**src/rtl/cdr_sequencer.sv**
```systemverilog
// Packet-level sequencer for the BLE receive clock-recovery path: arms clock
// recovery, waits for the preamble, then walks AA/header/payload/CRC bits.
module cdr_sequencer #(
  parameter int unsigned SAMPLE_RATE    = 16,
  parameter int unsigned SEARCH_TIMEOUT = 4096,
  parameter int unsigned ARM_CYCLES     = 2,
  parameter int unsigned MAX_LEN        = 255
) (
  input  logic        clk,
  input  logic        resetn,
  input  logic        en,
  input  logic        start,
  input  logic        abort,
  input  logic [31:0] access_addr,
  input  logic        preamble_detected,
  input  logic        symbol_clk,
  input  logic        demod_bit,
  output logic        cr_en,
  output logic        cr_resetn,
  output logic        busy,
  output logic        bit_valid,
  output logic        bit_out,
  output logic [7:0]  pdu_len,
  output logic        packet_done,
  output logic        packet_err,
  output logic [1:0]  err_code
);

  localparam int unsigned SW = $clog2(SEARCH_TIMEOUT + 1);
  localparam int unsigned WW = $clog2(2 * SAMPLE_RATE + 1);
  localparam int unsigned AW = (ARM_CYCLES > 1) ? $clog2(ARM_CYCLES) : 1;
  localparam logic [SW-1:0] LP_TO_M1  = SW'(SEARCH_TIMEOUT - 1);
  localparam logic [WW-1:0] LP_WD_M1  = WW'(2 * SAMPLE_RATE - 1);
  localparam logic [AW-1:0] LP_ARM_M1 = AW'(ARM_CYCLES - 1);
  localparam logic [8:0]    LP_MAX    = 9'(MAX_LEN);

  typedef enum logic [3:0] {
    S_IDLE, S_ARM, S_SEARCH, S_AA, S_HDR, S_PAY, S_CRC, S_DONE, S_ERR
  } state_t;

  state_t      r_state;
  logic [SW-1:0] r_strobe_cnt;
  logic [WW-1:0] r_wd_cnt;
  logic [AW-1:0] r_arm_cnt;
  logic [10:0] r_bit_cnt;
  logic [31:0] r_aa_sh;
  logic [7:0]  r_len_sh;
  logic        r_cr_resetn;
  logic        r_bit_valid;
  logic        r_bit_out;
  logic [7:0]  r_pdu_len;
  logic        r_packet_done;
  logic        r_packet_err;
  logic [1:0]  r_err_code;

  logic        w_acc;
  logic        w_rx;
  logic [31:0] w_aa_word;
  logic [7:0]  w_len_byte;
  logic        w_pay_last;
  logic        w_wd_expire;

  assign w_acc       = en & symbol_clk;
  assign w_rx        = r_state inside {S_AA, S_HDR, S_PAY, S_CRC};
  assign w_aa_word   = {demod_bit, r_aa_sh[31:1]};
  assign w_len_byte  = {demod_bit, r_len_sh[7:1]};
  assign w_pay_last  = (r_bit_cnt == ({r_pdu_len, 3'b000} - 11'd1));
  // A strobe carrying an accepted bit never counts toward expiry.
  assign w_wd_expire = en & ~symbol_clk & (r_wd_cnt == LP_WD_M1);

  assign cr_en       = en & (w_rx | (r_state == S_SEARCH));
  assign busy        = (r_state != S_IDLE);
  assign cr_resetn   = r_cr_resetn;
  assign bit_valid   = r_bit_valid;
  assign bit_out     = r_bit_out;
  assign pdu_len     = r_pdu_len;
  assign packet_done = r_packet_done;
  assign packet_err  = r_packet_err;
  assign err_code    = r_err_code;

  always_ff @(posedge clk) begin
    if (!resetn) begin
      r_state       <= S_IDLE;
      r_strobe_cnt  <= '0;
      r_wd_cnt      <= '0;
      r_arm_cnt     <= '0;
      r_bit_cnt     <= '0;
      r_aa_sh       <= '0;
      r_len_sh      <= '0;
      r_cr_resetn   <= 1'b1;
      r_bit_valid   <= 1'b0;
      r_bit_out     <= 1'b0;
      r_pdu_len     <= '0;
      r_packet_done <= 1'b0;
      r_packet_err  <= 1'b0;
      r_err_code    <= '0;
    end else if (abort && (r_state != S_IDLE)) begin
      r_state       <= S_IDLE;
      r_cr_resetn   <= 1'b1;
      r_bit_valid   <= 1'b0;
      r_packet_done <= 1'b0;
      r_packet_err  <= 1'b0;
    end else begin
      r_bit_valid   <= 1'b0;
      r_packet_done <= 1'b0;
      r_packet_err  <= 1'b0;

      if (w_rx) begin
        if (w_acc)   r_wd_cnt <= '0;
        else if (en) r_wd_cnt <= r_wd_cnt + 1'b1;
      end
      if ((r_state inside {S_HDR, S_PAY, S_CRC}) && w_acc) begin
        r_bit_valid <= 1'b1;
        r_bit_out   <= demod_bit;
      end

      case (r_state)
        S_IDLE: begin
          if (start && !abort) begin
            r_state      <= S_ARM;
            r_cr_resetn  <= 1'b0;
            r_strobe_cnt <= '0;
            r_wd_cnt     <= '0;
            r_arm_cnt    <= '0;
            r_bit_cnt    <= '0;
            r_aa_sh      <= '0;
            r_len_sh     <= '0;
          end
        end
        S_ARM: begin
          if (r_arm_cnt == LP_ARM_M1) begin
            r_state     <= S_SEARCH;
            r_cr_resetn <= 1'b1;
          end else begin
            r_arm_cnt <= r_arm_cnt + 1'b1;
          end
        end
        S_SEARCH: begin
          if (preamble_detected) begin
            r_state   <= S_AA;
            r_bit_cnt <= '0;
            r_wd_cnt  <= '0;
          end else if (en) begin
            if (r_strobe_cnt == LP_TO_M1) begin
              r_state      <= S_ERR;
              r_packet_err <= 1'b1;
              r_err_code   <= 2'd0;
            end else begin
              r_strobe_cnt <= r_strobe_cnt + 1'b1;
            end
          end
        end
        S_AA: begin
          if (w_acc) begin
            r_aa_sh <= w_aa_word;
            if (r_bit_cnt == 11'd31) begin
              r_bit_cnt <= '0;
              if (w_aa_word == access_addr) begin
                r_state <= S_HDR;
              end else begin
                r_state      <= S_ERR;
                r_packet_err <= 1'b1;
                r_err_code   <= 2'd1;
              end
            end else begin
              r_bit_cnt <= r_bit_cnt + 1'b1;
            end
          end
        end
        S_HDR: begin
          if (w_acc) begin
            if (r_bit_cnt >= 11'd8) r_len_sh <= w_len_byte;
            if (r_bit_cnt == 11'd15) begin
              r_bit_cnt <= '0;
              r_pdu_len <= w_len_byte;
              if ({1'b0, w_len_byte} > LP_MAX) begin
                r_state      <= S_ERR;
                r_packet_err <= 1'b1;
                r_err_code   <= 2'd2;
              end else if (w_len_byte == 8'd0) begin
                r_state <= S_CRC;
              end else begin
                r_state <= S_PAY;
              end
            end else begin
              r_bit_cnt <= r_bit_cnt + 1'b1;
            end
          end
        end
        S_PAY: begin
          if (w_acc) begin
            if (w_pay_last) begin
              r_state   <= S_CRC;
              r_bit_cnt <= '0;
            end else begin
              r_bit_cnt <= r_bit_cnt + 1'b1;
            end
          end
        end
        S_CRC: begin
          if (w_acc) begin
            if (r_bit_cnt == 11'd23) begin
              r_state       <= S_DONE;
              r_packet_done <= 1'b1;
              r_bit_cnt     <= '0;
            end else begin
              r_bit_cnt <= r_bit_cnt + 1'b1;
            end
          end
        end
        S_DONE:  r_state <= S_IDLE;
        S_ERR:   r_state <= S_IDLE;
        default: r_state <= S_IDLE;
      endcase

      // Expiry implies no accepted bit this cycle, so it cannot collide with
      // a state advance from the case above.
      if (w_rx && w_wd_expire) begin
        r_state      <= S_ERR;
        r_packet_err <= 1'b1;
        r_err_code   <= 2'd3;
      end
    end
  end

endmodule

```
**config.mk**
```make
export PLATFORM = sky130hd
export DESIGN_NAME = cdr_sequencer
export DESIGN_NICKNAME = d
export VERILOG_FILES = /design/src/rtl/cdr_sequencer.sv
export SDC_FILE = /design/constraint.sdc
export NUM_CORES = 1
export LEC_CHECK = 0
export CAP_MARGIN = 20
export CORE_UTILIZATION = 27
export CTS_CLUSTER_SIZE = 16
export DETAILED_ROUTE_END_ITERATION = 6
export PLACE_DENSITY_LB_ADDON = 0.1
export SLEW_MARGIN = 15
export SYNTH_ARGS = -nofsm -noshare
export SYNTH_HDL_FRONTEND = slang
export SYNTH_SLANG_ARGS = --single-unit
```
**constraint.sdc**
```tcl
create_clock -name clk -period 2.63 [get_ports clk]
set_input_delay 0.6575 -clock clk [delete_from_list [all_inputs] [get_ports clk]]
set_output_delay 0.6575 -clock clk [all_outputs]
set_load 0.03 [all_outputs]
```
==> run summary, run 1 <==
The tools report the via count of the first global-routing pass as 4,301. The number of cell instances on the worst register-to-register path came out at 8. For this run, the top clock speed supported by timing is 392 MHz.

Main flop type after synthesis: dfxtp_1. Endpoint class of the critical path: a flop. The run gives 9 as the TritonCTS buffer count.

From left edge to right edge, the die measures 136 um. The worst vdd rail ir drop was 0.333 mV. Sorting the synthesized cells by area gives the leading types as dfxtp_1 (36%), a21boi_0 (6.8%), xor2_1 (6.7%). The tools report the number of antenna violations at the first check in global routing as 0. The startpoint identified for the worst hold timing path is r_strobe_cnt[12]. Per report_power, the sequential group accounts for 37.8% of the total. The biggest cell delay along the critical path is 0.56 ns, and the instance area at placement is 5960 um^2.

The reg-to-reg critical path startpoint was r_bit_cnt[9]. Averaged over all synthesized cells, the footprint is 8.25 um^2. Walking the worst path, the cells encountered are or4_4 -> or3_4 -> a2111oi_4 -> o21ai_2 -> buf_4 -> or3_1 -> a32o_1 -> and2_1.

The multiplexer share of the synthesized area is 1.86%, and the wire length of the first global-routing pass is 22.5 mm. The share of total power dissipated in the clock network is 34.8%. The post-synthesis to final-layout area growth came out at 29.8%.

The synthesized design contains 88 register bits. The number of search-and-repair iterations in the first detailed-routing pass is 6, and the part of the total power dissipated in combinational logic is 27.4%. At the worst endpoint, the required time is 2.87 ns.

After detailed routing, the average wire length per cell comes to 15.2 um. The fraction of registers with async set/reset works out to 0%. The die boundary height is 136 um, and the reported leakage power is 0.00243 uW. Most frequent cell after synthesis: dfxtp_1. Final hold analysis gives a worst-case slack of 0.474 ns. The logs give -0.295 ns for the minimum setup slack after placement and 2.79 ns for the arrival time at the worst endpoint. Yosys printed 0 warnings. For this design, the slowest cell found on the critical path is or4_4. The total nets after synthesis was 633; the fraction of layout instances using a drive strength above 1 was 13.5%. The clock sink count came out at 88.

The pin slew with the least headroom to its limit came out at 0.500 ns. By area, the combinational part of the netlist is dominated by simple AND/OR/NAND/NOR gates. In the routed design, unresolved DRC markers number 0.

Of the total power, the share spent switching nets is 32.4%. Setup repair after global routing could not meet its margin everywhere. The critical path in this run is classified as flop to flop.

The completed layout was analyzed and its total power is 3790 uW. The worst reg2reg path endpoint was r_bit_cnt[1]. The detailed router placed 4,434 vias in this run.

After clock tree synthesis, the flow added hold-fix buffers numbering 0. Buffers placed on the I/O ports in this run total 56. Max-cap violations in this run came to 0. The detailed placer's ending HPWL is 10.2 mm.

The number of placement rows came out at 48. The cell area after layout was 6300 um^2; the max-slew headroom at the worst pin was 66.3%. The total global routing overflow came out at 0.

Yosys mapped a number of flops with a built-in enable equal to 0. The post-synthesis share of cell area spent on xor and xnor gates was 9.39%. In this run the count of I/O pins placed on the die edge is 57. Clock root buffer: clkbuf_16. After layout, the worst setup slack is 0.0789 ns. After synthesis the cells add up to 4850 um^2. Counting every instance in the synthesized netlist gives 588. Worst hold path depth: 1. The end-of-flow core utilization is 36.1%, and the routability congestion estimate from global placement is 0.817.

The tools report the end point of the most critical hold path as r_strobe_cnt[12]. Entering global routing, the biggest net connects 47 pins. The biggest area contributor in the post-synthesis netlist is dfxtp_1. The post-route fraction of the period consumed by the critical path was 97.0%. In this run the power spent charging and discharging nets is 1230 uW. The synthesized-area fraction occupied by and/or/nand/nor cells was 29.7%. The total power divided by cell area is 602 nW/um^2, and the number of design-rule violations left by the first detailed-router iteration is 171. For the final database, setup skew stands at 0.00710 ns. The die covers 18,500 um^2. Cell internal power was estimated by the tool at 2560 uW.

After clock tree synthesis, the clock-pin slew on the worst setup and hold paths is 0.07 ns. The synthesized netlist devotes 17.8% of its cell area to compound gates. The final-report max-slew violation count is 0, and the highest fanout seen on the critical path is 3.

After detailed routing, the number of vias per cell comes to 4.90. The clock passes through at most 2 buffers. Summing the sequential cell areas from Yosys gives 36.3% of the chip area.

The H-tree generated during clock tree synthesis spans 3 levels. For this run, the total global-route usage over all layers was measured as 15.5%. For the post-route antenna net violation count, the log shows 0. The worst setup path is launched from a flop. By count the netlist is led by dfxtp_1 (88), nand2_1 (59), nand3_1 (56), a21boi_0 (44), xor2_1 (37). The synthesized netlist devotes 1.29% of its cell area to adder and majority cells. The final-report setup violation count was 0.

At the end of the flow, the number of nets in the layout was 719. The number of distinct standard cells referenced by the synthesized netlist came out at 60. The run finished with clean final reports. The logs give 0 for the final count of hold timing violations and 27.8% for the starting density of the core.

The smallest clock period supported by the final layout is computed as 2.55 ns. The register-to-register setup slack was 0.08 ns. Worst min-delay path class: flop to flop. Area of the placeable core: 17,400 um^2. TritonCTS built the clock tree. The logs give 0 for the antenna diode count and 0.34 ns for the insertion delay of the later-clocked pin in the worst-skew pair. The top cell type by area accounts for 36.3% of the synthesized area. The wire length after detailed routing came out at 13.8 mm.
==> timing repair <==
item | in CTS | in global routing
gates cloned | 1 | 0
pin swaps | 4 | 1
endpoints found under the setup margin | 5 | 9
gates resized for setup | 3 | 3
buffers inserted | 3 | 0
hold endpoints to repair | 0 | 0
==> cell usage in the layout (no fill, tap or decap), types with 8 or more instances in the layout <==
cell type,instances
a21oi_1,16
xnor2_1,15
nand3_1,56
nor3b_1,8
nor4_1,13
xor2_1,37
mux2i_1,9
nor2b_1,18
and3_1,12
a21boi_0,44
nand2_1,59
nor2_1,31
o21ai_0,20
inv_1,10
clkbuf_16,9
clkdlybuf4s50_1,53
buf_4,50
nor3_1,15
dfxtp_1,86
a21o_1,8
nand2b_1,13
or3_1,8
==> cells by family (layout without fill, tap and decap cells) <==
kind of cell,Yosys count,in the layout
simple gates,270,270
compound gates,119,119
fa+ha+maj,5,5
mux,9,9
flops,88,88
buf+inv,45,136
xor+xnor,52,52
==> state kept, by name, summed over array words and instances (netlist names) <==
signal	flops
bit_out	1
bit_valid	1
cr_resetn	1
err_code	2
packet_done	1
packet_err	1
pdu_len	8
r_aa_sh	31
r_arm_cnt	1
r_bit_cnt	11
r_len_sh	7
r_state	4
r_strobe_cnt	13
r_wd_cnt	6
==> metal layers <==
metal | GRT usage [%] | wire length [um] | part of all wire, %
met2 | 24.8 | 6410 | 47
met3 | 3.47 | 454 | 3.3
met4 | 5.25 | 196 | 1.4
met1 | 20.4 | 6710 | 49
met5 | 0 | 0 | 0
==> worst max path at each step <==
stage	from	endpoint	slack [ns]	cells past startpoint
final	r_bit_cnt[9]	r_bit_cnt[1]	0.08	8
after global routing	r_bit_cnt[9]	r_bit_cnt[1]	-0.006	8
after CTS	r_state[3]	busy	0.03	2
after detailed placement	access_addr[21]	err_code[0]	-0.30	9
after floorplan	pdu_len[0]	r_bit_cnt[4]	0.03	11
after global placement	demod_bit	err_code[0]	-0.20	9
==> worst max-delay path: cells and delay by family (launching register included) <==
kind	cells	cell delay (ns)
flops	1	0.32
buf+inv	1	0.15
simple gates	4	1.38
compound gates	3	0.58
==> stage by stage <==
stage | cells | setup TNS, ns
6_report | 904 | 0
5_1_grt | 904 | -0.00643
3_3_place_gp | 884 | -1.07
2_1_floorplan | 588 | 0
3_5_place_dp | 884 | -1.50
4_1_cts | 904 | 0
==> final cells by class <==
class | count | area, um^2
Clock buffer | 9 | 225
Sequential cell | 88 | 1760
Timing Repair Buffer | 110 | 996
Clock inverter | 7 | 70.1
Inverter | 10 | 37.5
Fill cell | 1812 | 11100
Tap cell | 225 | 282
Multi-Input combinational cell | 455 | 2920
==> power groups by stage <==
stage	combinational, uW	clock, uW	sequential (uW)
after floorplan	633	0	1410
after global placement	1020	0	1460
after detailed placement	1030	0	1460
after CTS	1040	1360	1430
after global routing	1140	1420	1440
final	1040	1320	1430
Note: power is estimated with default switching activity, not from simulation.
==> inputs of run 2 (changes only) <==
CTS_CLUSTER_DIAMETER = 200   (was unset)
==> results of run 2 <==
Same layout as run 1: the final DEF is identical, and so are final timing and power.
==> inputs of run 3 (changes only) <==
TNS_END_PERCENT = 30   (was unset)
==> run summary, run 3 (synthesized netlist as in run 1, its figures left out) <==
The number of cell instances on the worst register-to-register path works out to 8. The arrival time at the worst endpoint was 2.82 ns. Counting flops per register, the top entry is r_aa_sh. The number of DRC violations after detailed routing came out at 0.

The worst register-to-register path has a setup slack of 0.06 ns. The pin slew with the least headroom to its limit was 0.491 ns; the worst-case clock buffer depth was 2. For the wire length of the first global-routing pass, the log shows 22.3 mm. The TritonCTS buffer count came out at 9. For the antenna diode count, the log shows 0. The tree is rooted in a clkbuf_16. Setup repair after global routing could not meet its margin everywhere. The run gives 0 as the final-report max-slew violation count.

Pin placement for this block handled 57 I/O pins. STA puts the critical path data required time at 2.88 ns. The count of nets left with antenna violations once routing finished came out at 0.

The critical path capture point was r_bit_cnt[2]. Across the run, the number of max-cap violations was 0. Fraction of layout instances using a drive strength above 1: 13.4%. The via count normalized by instance count works out to 4.92.

The logs give 15.4% for the total routing usage reported by global routing and 18,500 um^2 for the full die area. Tracing the worst setup path back leads to its startpoint at r_bit_cnt[7]. In this run the tool buffered the top-level ports with 56 buffer cells. Across the VDD grid, the largest voltage drop is 0.334 mV. The clock period minus worst slack works out to 2.57 ns.

Measured along the x axis, the die boundary spans 136 um. In this run the vertical extent of the chip is 136 um. The post-detailed-route wirelength per cell is 15.2 um. For this configuration, the core starts out at a cell density of 27.8%. On the final layout, the worst clock skew is 0.00655 ns. At the end of routability-driven placement, the weighted congestion stood at 0.817.

The number of search-and-repair iterations in the first detailed-routing pass is 6, and the max-slew headroom at the worst pin is 66.8%. The critical setup path kind was flop to flop. The H-tree was split into 3 levels. The finished cells cover 6290 um^2. The area of the placeable core is 17,400 um^2. The run gives 10.2 mm as the detailed placer's ending HPWL.

The run gives 0.35 ns as the insertion delay of the later-clocked pin in the worst-skew pair. The flow ran to the end, and the final reports show no timing, DRC or antenna violations. Power comes to 3790 uW. The via count of the first global-routing pass came out at 4,275. Category of the worst setup path launch point: a flop.

The worst reg2reg path endpoint was r_bit_cnt[2]. The number of antenna violations at the first check in global routing was 0. The worst setup path is captured at a flop. The tools report the clock sink count as 88.

The final-report setup violation count is 0, and the total global routing overflow is 0. The via total after detailed routing was 4,447. The largest registers in the layout are r_aa_sh: 31 flops, r_strobe_cnt: 13 flops, r_bit_cnt: 11 flops.

Clock-pin slew was measured on the worst setup and hold paths at 0.07 ns. The highest fanout seen on the critical path was 6. TritonCTS built the clock tree. The maximum number of pins on one net before global-route repair came out at 47. The library cells used most frequently in the layout, excluding fill and tap cells, are dfxtp_1 (87), nand2_1 (59), nand3_1 (56). The run gives 13.7 mm as the wire length after detailed routing.

The first routing iteration left 148 violations. The floorplan has 48 rows. Leaving out fill and tap cells, the most frequent cell in the layout is dfxtp_1. The post-synthesis to final-layout area growth is 29.8%.

The logs give 0 for the final count of hold timing violations and 719 for the final net count. Number of flip-flops under the largest register name: 31. The total power divided by cell area came out at 602 nW/um^2. Reg-to-reg critical path startpoint: r_bit_cnt[7]. Timing would allow up to 389 MHz. After clock tree synthesis, the flow added hold-fix buffers numbering 0. In the finished design, the share of the clock period the worst path needs comes to 97.7%. The reported leakage power is 0.00243 uW.

The worst hold path belongs to the class flop to flop. Summing all placed instances gives a cell area of 5960 um^2.
==> run 3: cell counts in the layout (fill, tap and decap cells not counted) <==
No cell type changed its count.
==> run 3: repair_timing <==
action                                  4_1_cts  5_1_grt
endpoints found under the hold margin         0        0
pin swaps                                     1        5
endpoints found under the setup margin        5        8
setup buffers                                 0        3
cloned                                        0        1
gates resized for setup                       3        4
==> run 3: report_power, final <==
part	total, uW	internal, uW	switching [uW]
combinational	1040	463	576
sequential	1430	1360	71.6
clock	1320	739	579
total	3790	2560	1230
==> run 3: cell type report <==
type | count | area [um^2]
repair buffers | 110 | 996
clock inverters | 7 | 70.1
inverters | 10 | 37.5
well taps | 225 | 282
clock buffers | 9 | 225
fillers | 1810 | 11100
multi-input cells | 455 | 2920
flip-flops and latches | 88 | 1760
==> run 3: metrics by stage <==
stage | std cells | TNS [ns] | worst slack (ns) | utilization (%) | hold slack (ns)
finish | 904 | 0 | 0.0601 | 36.1 | 0.474
global route | 904 | -0.0394 | -0.0182 | 36.1 | 0.490
floorplan | 588 | 0 | 0.0285 | - | 0.449
global placement | 884 | -1.07 | -0.196 | 34.2 | 0.461
CTS | 900 | -0.00157 | -0.00157 | 36.0 | 0.477
detailed placement | 884 | -1.50 | -0.295 | 34.2 | 0.468
==> run 3: routing by layer <==
metal	up-vias	track usage [%]	wire length, um
met4	0	5.25	202
met5	-	0	0
met1	2089	20.4	6600
met3	13	3.47	527
met2	92	24.6	6420
li1	2253	-	-
==> run 3: critical path, stage by stage, from the launching register on <==
cell	delay, ns
dfxtp_1	0.31
or4_4	0.56
or3_4	0.36
a2111oi_4	0.22
o21ai_2	0.14
o311ai_4	0.42
buf_2	0.24
nor3b_1	0.06
a21o_1	0.15
==> run 3: worst min path at each step <==
stage / cells past startpoint / startpoint / to
finish: 1 / r_strobe_cnt[12] / r_strobe_cnt[12]
global placement: 1 / r_strobe_cnt[12] / r_strobe_cnt[12]
global route: 1 / r_strobe_cnt[12] / r_strobe_cnt[12]
floorplan: 1 / r_strobe_cnt[12] / r_strobe_cnt[12]
CTS: 1 / r_strobe_cnt[12] / r_strobe_cnt[12]
detailed placement: 1 / r_strobe_cnt[12] / r_strobe_cnt[12]
==> patch, RTL diff (config.mk and constraints of run 1) <==
Set the parameter `MAX_LEN` to 191 (it was 255).
--- a/src/rtl/cdr_sequencer.sv
+++ b/src/rtl/cdr_sequencer.sv
@@ -6,3 +6,3 @@
   parameter int unsigned ARM_CYCLES     = 2,
-  parameter int unsigned MAX_LEN        = 255
+  parameter int unsigned MAX_LEN        = 191
 ) (
Function: same outputs for any inputs over 4 cycles, from zero or initial values and one cycle with resetn low; that may be too few to reach the edited logic, so the function may still have changed.
==> patch against run 1 <==
- the flow now finishes with violations (design-rule violations)
- synthesized area is 4.1% higher
- count of clock-buffer cells in the layout stayed put
- clock power fell by 3%
- cell area rose by 2.6%
- utilization decreased by 0.56 points
- sequential cell count unchanged
- wire length up 6.1%
- first-iteration DRC count up 33%
- hold slack gained 9.1 ps
- power shrank 9.6%
- highest routed layer unchanged
- setup slack worse by 8.9 ps
- maximum frequency is 0.35% lower
==> patch: results (changes against run 1) <==
Worst Max-Slew Pin Slew 765 ps (+266 ps); hpwl dp 10.9 mm (+6.8%); All-Layer GR Usage 15.6% (+0.042 points); antenna cells 0 (unchanged); Main synth FF type dfxtp_1; critical path arrival 1900 ps (-890 ps); Max FO, Critical Path 10 (+7); FF-to-FF End r_bit_cnt[2]$_SDFFE_PN0P_; Synth area leaders dfxtp_1, xnor2_1, nand2_1; CP max-delay cell or4_1; Pleak 2.25 nW (-7.3%); hold wc startpoint bit_out$_SDFFE_PN0P_; Hold WC Path Type reg -> reg; H-tree levels 3 (unchanged); TritonCTS buffer count 9 (unchanged); Post-synth top cells dfxtp_1, nand2_1, nand3_1; flop2flop setup slack 190 ps (+110 ps); largest net degree at the start of global routing 42 (-11%); Seq/Total Area, Yosys 34.9% (-1.4 points); P_seq 1.39 mW (-3%); Max Clock Skew 8.91 ps (+1.81 ps); Worst-Skew Late Latency 350 ps; fraction of layout cells with a size suffix above 1 11.7% (-1.8 points); CTS clk-pin slew, worst paths 70 ps (about the same); outcome finished with violations; GPL Wtd Cong 0.866 (+6.0%); failing checks design-rule violations; Critical Path Start r_state[0]$_SDFFE_PP0P_; Iter 0 DRT Violations 228 (+33%); port bufs 56 (unchanged); WHS Path Cells 2 (+1); Clk power 1.28 mW (-3%); Worst path max stage delay 710 ps (+150 ps); antenna violations before repair 0 (unchanged); Max VDD drop 0.290 mV (-13%); R2R depth 8 (unchanged); Pre-antenna DRT Iters 6 (unchanged); Final Hold Viols 0 (unchanged); switching power 1.00 mW (-18%); Synth Warn # 0 (unchanged); vias in the first global route 4462 (+3.7%); Final Power 3.43 mW (-9.6%); Worst Hold End bit_out$_SDFFE_PN0P_; Regs by FF count r_aa_sh (31), r_strobe_cnt (13), r_bit_cnt (11); drt drc 1 (+1); nets@finish 748 (+4.0%); first-pass GRT wire length 23.7 mm (+5.3%); Via density 5.00 (+1.9%); Post-DRT Antenna Nets 0 (unchanged); Cell variety after synth 64 (+6.7%); ys async rst share 0% (unchanged); total wire length 14.6 mm (+6.1%); syn nets 668 (+5.5%); clock tree buffer depth 2 (unchanged); clock root cell clkbuf_16
## patch: timing repair
item | in CTS | in global routing
gates resized for setup | 1 | 1
pin swaps | 0 | 0
buffers inserted | 0 | 0
setup endpoints to repair | 1 | 3
## patch: worst max-delay path, delay by kind of cell, from the launching register on
family                 cells  cell delay, ps
buffers and inverters      1             420
flip-flops                 1             430
AND/OR/NAND/NOR            1             710
## patch: cell type report
type	count	area [sq um]
fill	1849	11700
clock buffer	9	225
tap	229	287
inverter	10	37.5
clock inverter	6	61.3
sequential	88	1760
multi-input combinational	484	3100
timing repair buffer	110	982
## patch: kinds of logic (layout without fill, tap and decap cells)
logic type	after synthesis	in the layout	synth area share (%)
AOI/OAI and AO/OA	127	127	19.1
xor gates and xnor gates	56	56	9.71
adders and majority gates	5	5	1.24
buffers and inverters	51	135	4.16
DFF	88	88	34.9
muxes	13	13	2.58
and+or+nand+nor	283	283	28.3
## patch: worst max-delay path by stage
stage	endpoint	depth (start not counted)
after floorplan	r_bit_cnt[4]$_SDFFE_PN0P_	9
after global placement	r_strobe_cnt[8]$_SDFFE_PN0P_	7
after detailed placement	r_strobe_cnt[8]$_SDFFE_PN0P_	7
after CTS	busy	2
after global routing	busy	2
final	busy	2
## patch: metal layers
layer	vias to the layer above	part of all wire, %	global-route usage (%)
met3	20	3.7	3.52
met1	2177	48	20.3
li1	2394	-	-
met2	86	46	24.8
met5	-	0	0
met4	0	2.3	6.26
## patch: stage by stage
step / hold slack (ps) / instance area [sq um] / setup slack, ps / std cells
finish: 483 / 6460 / 70.0 / 936
detailed placement: 464 / 6160 / -212 / 921
global route: 511 / 6460 / 16.0 / 936
floorplan: 447 / 5050 / 163 / 623
CTS: 487 / 6450 / 68.7 / 936
global placement: 460 / 6160 / -176 / 921
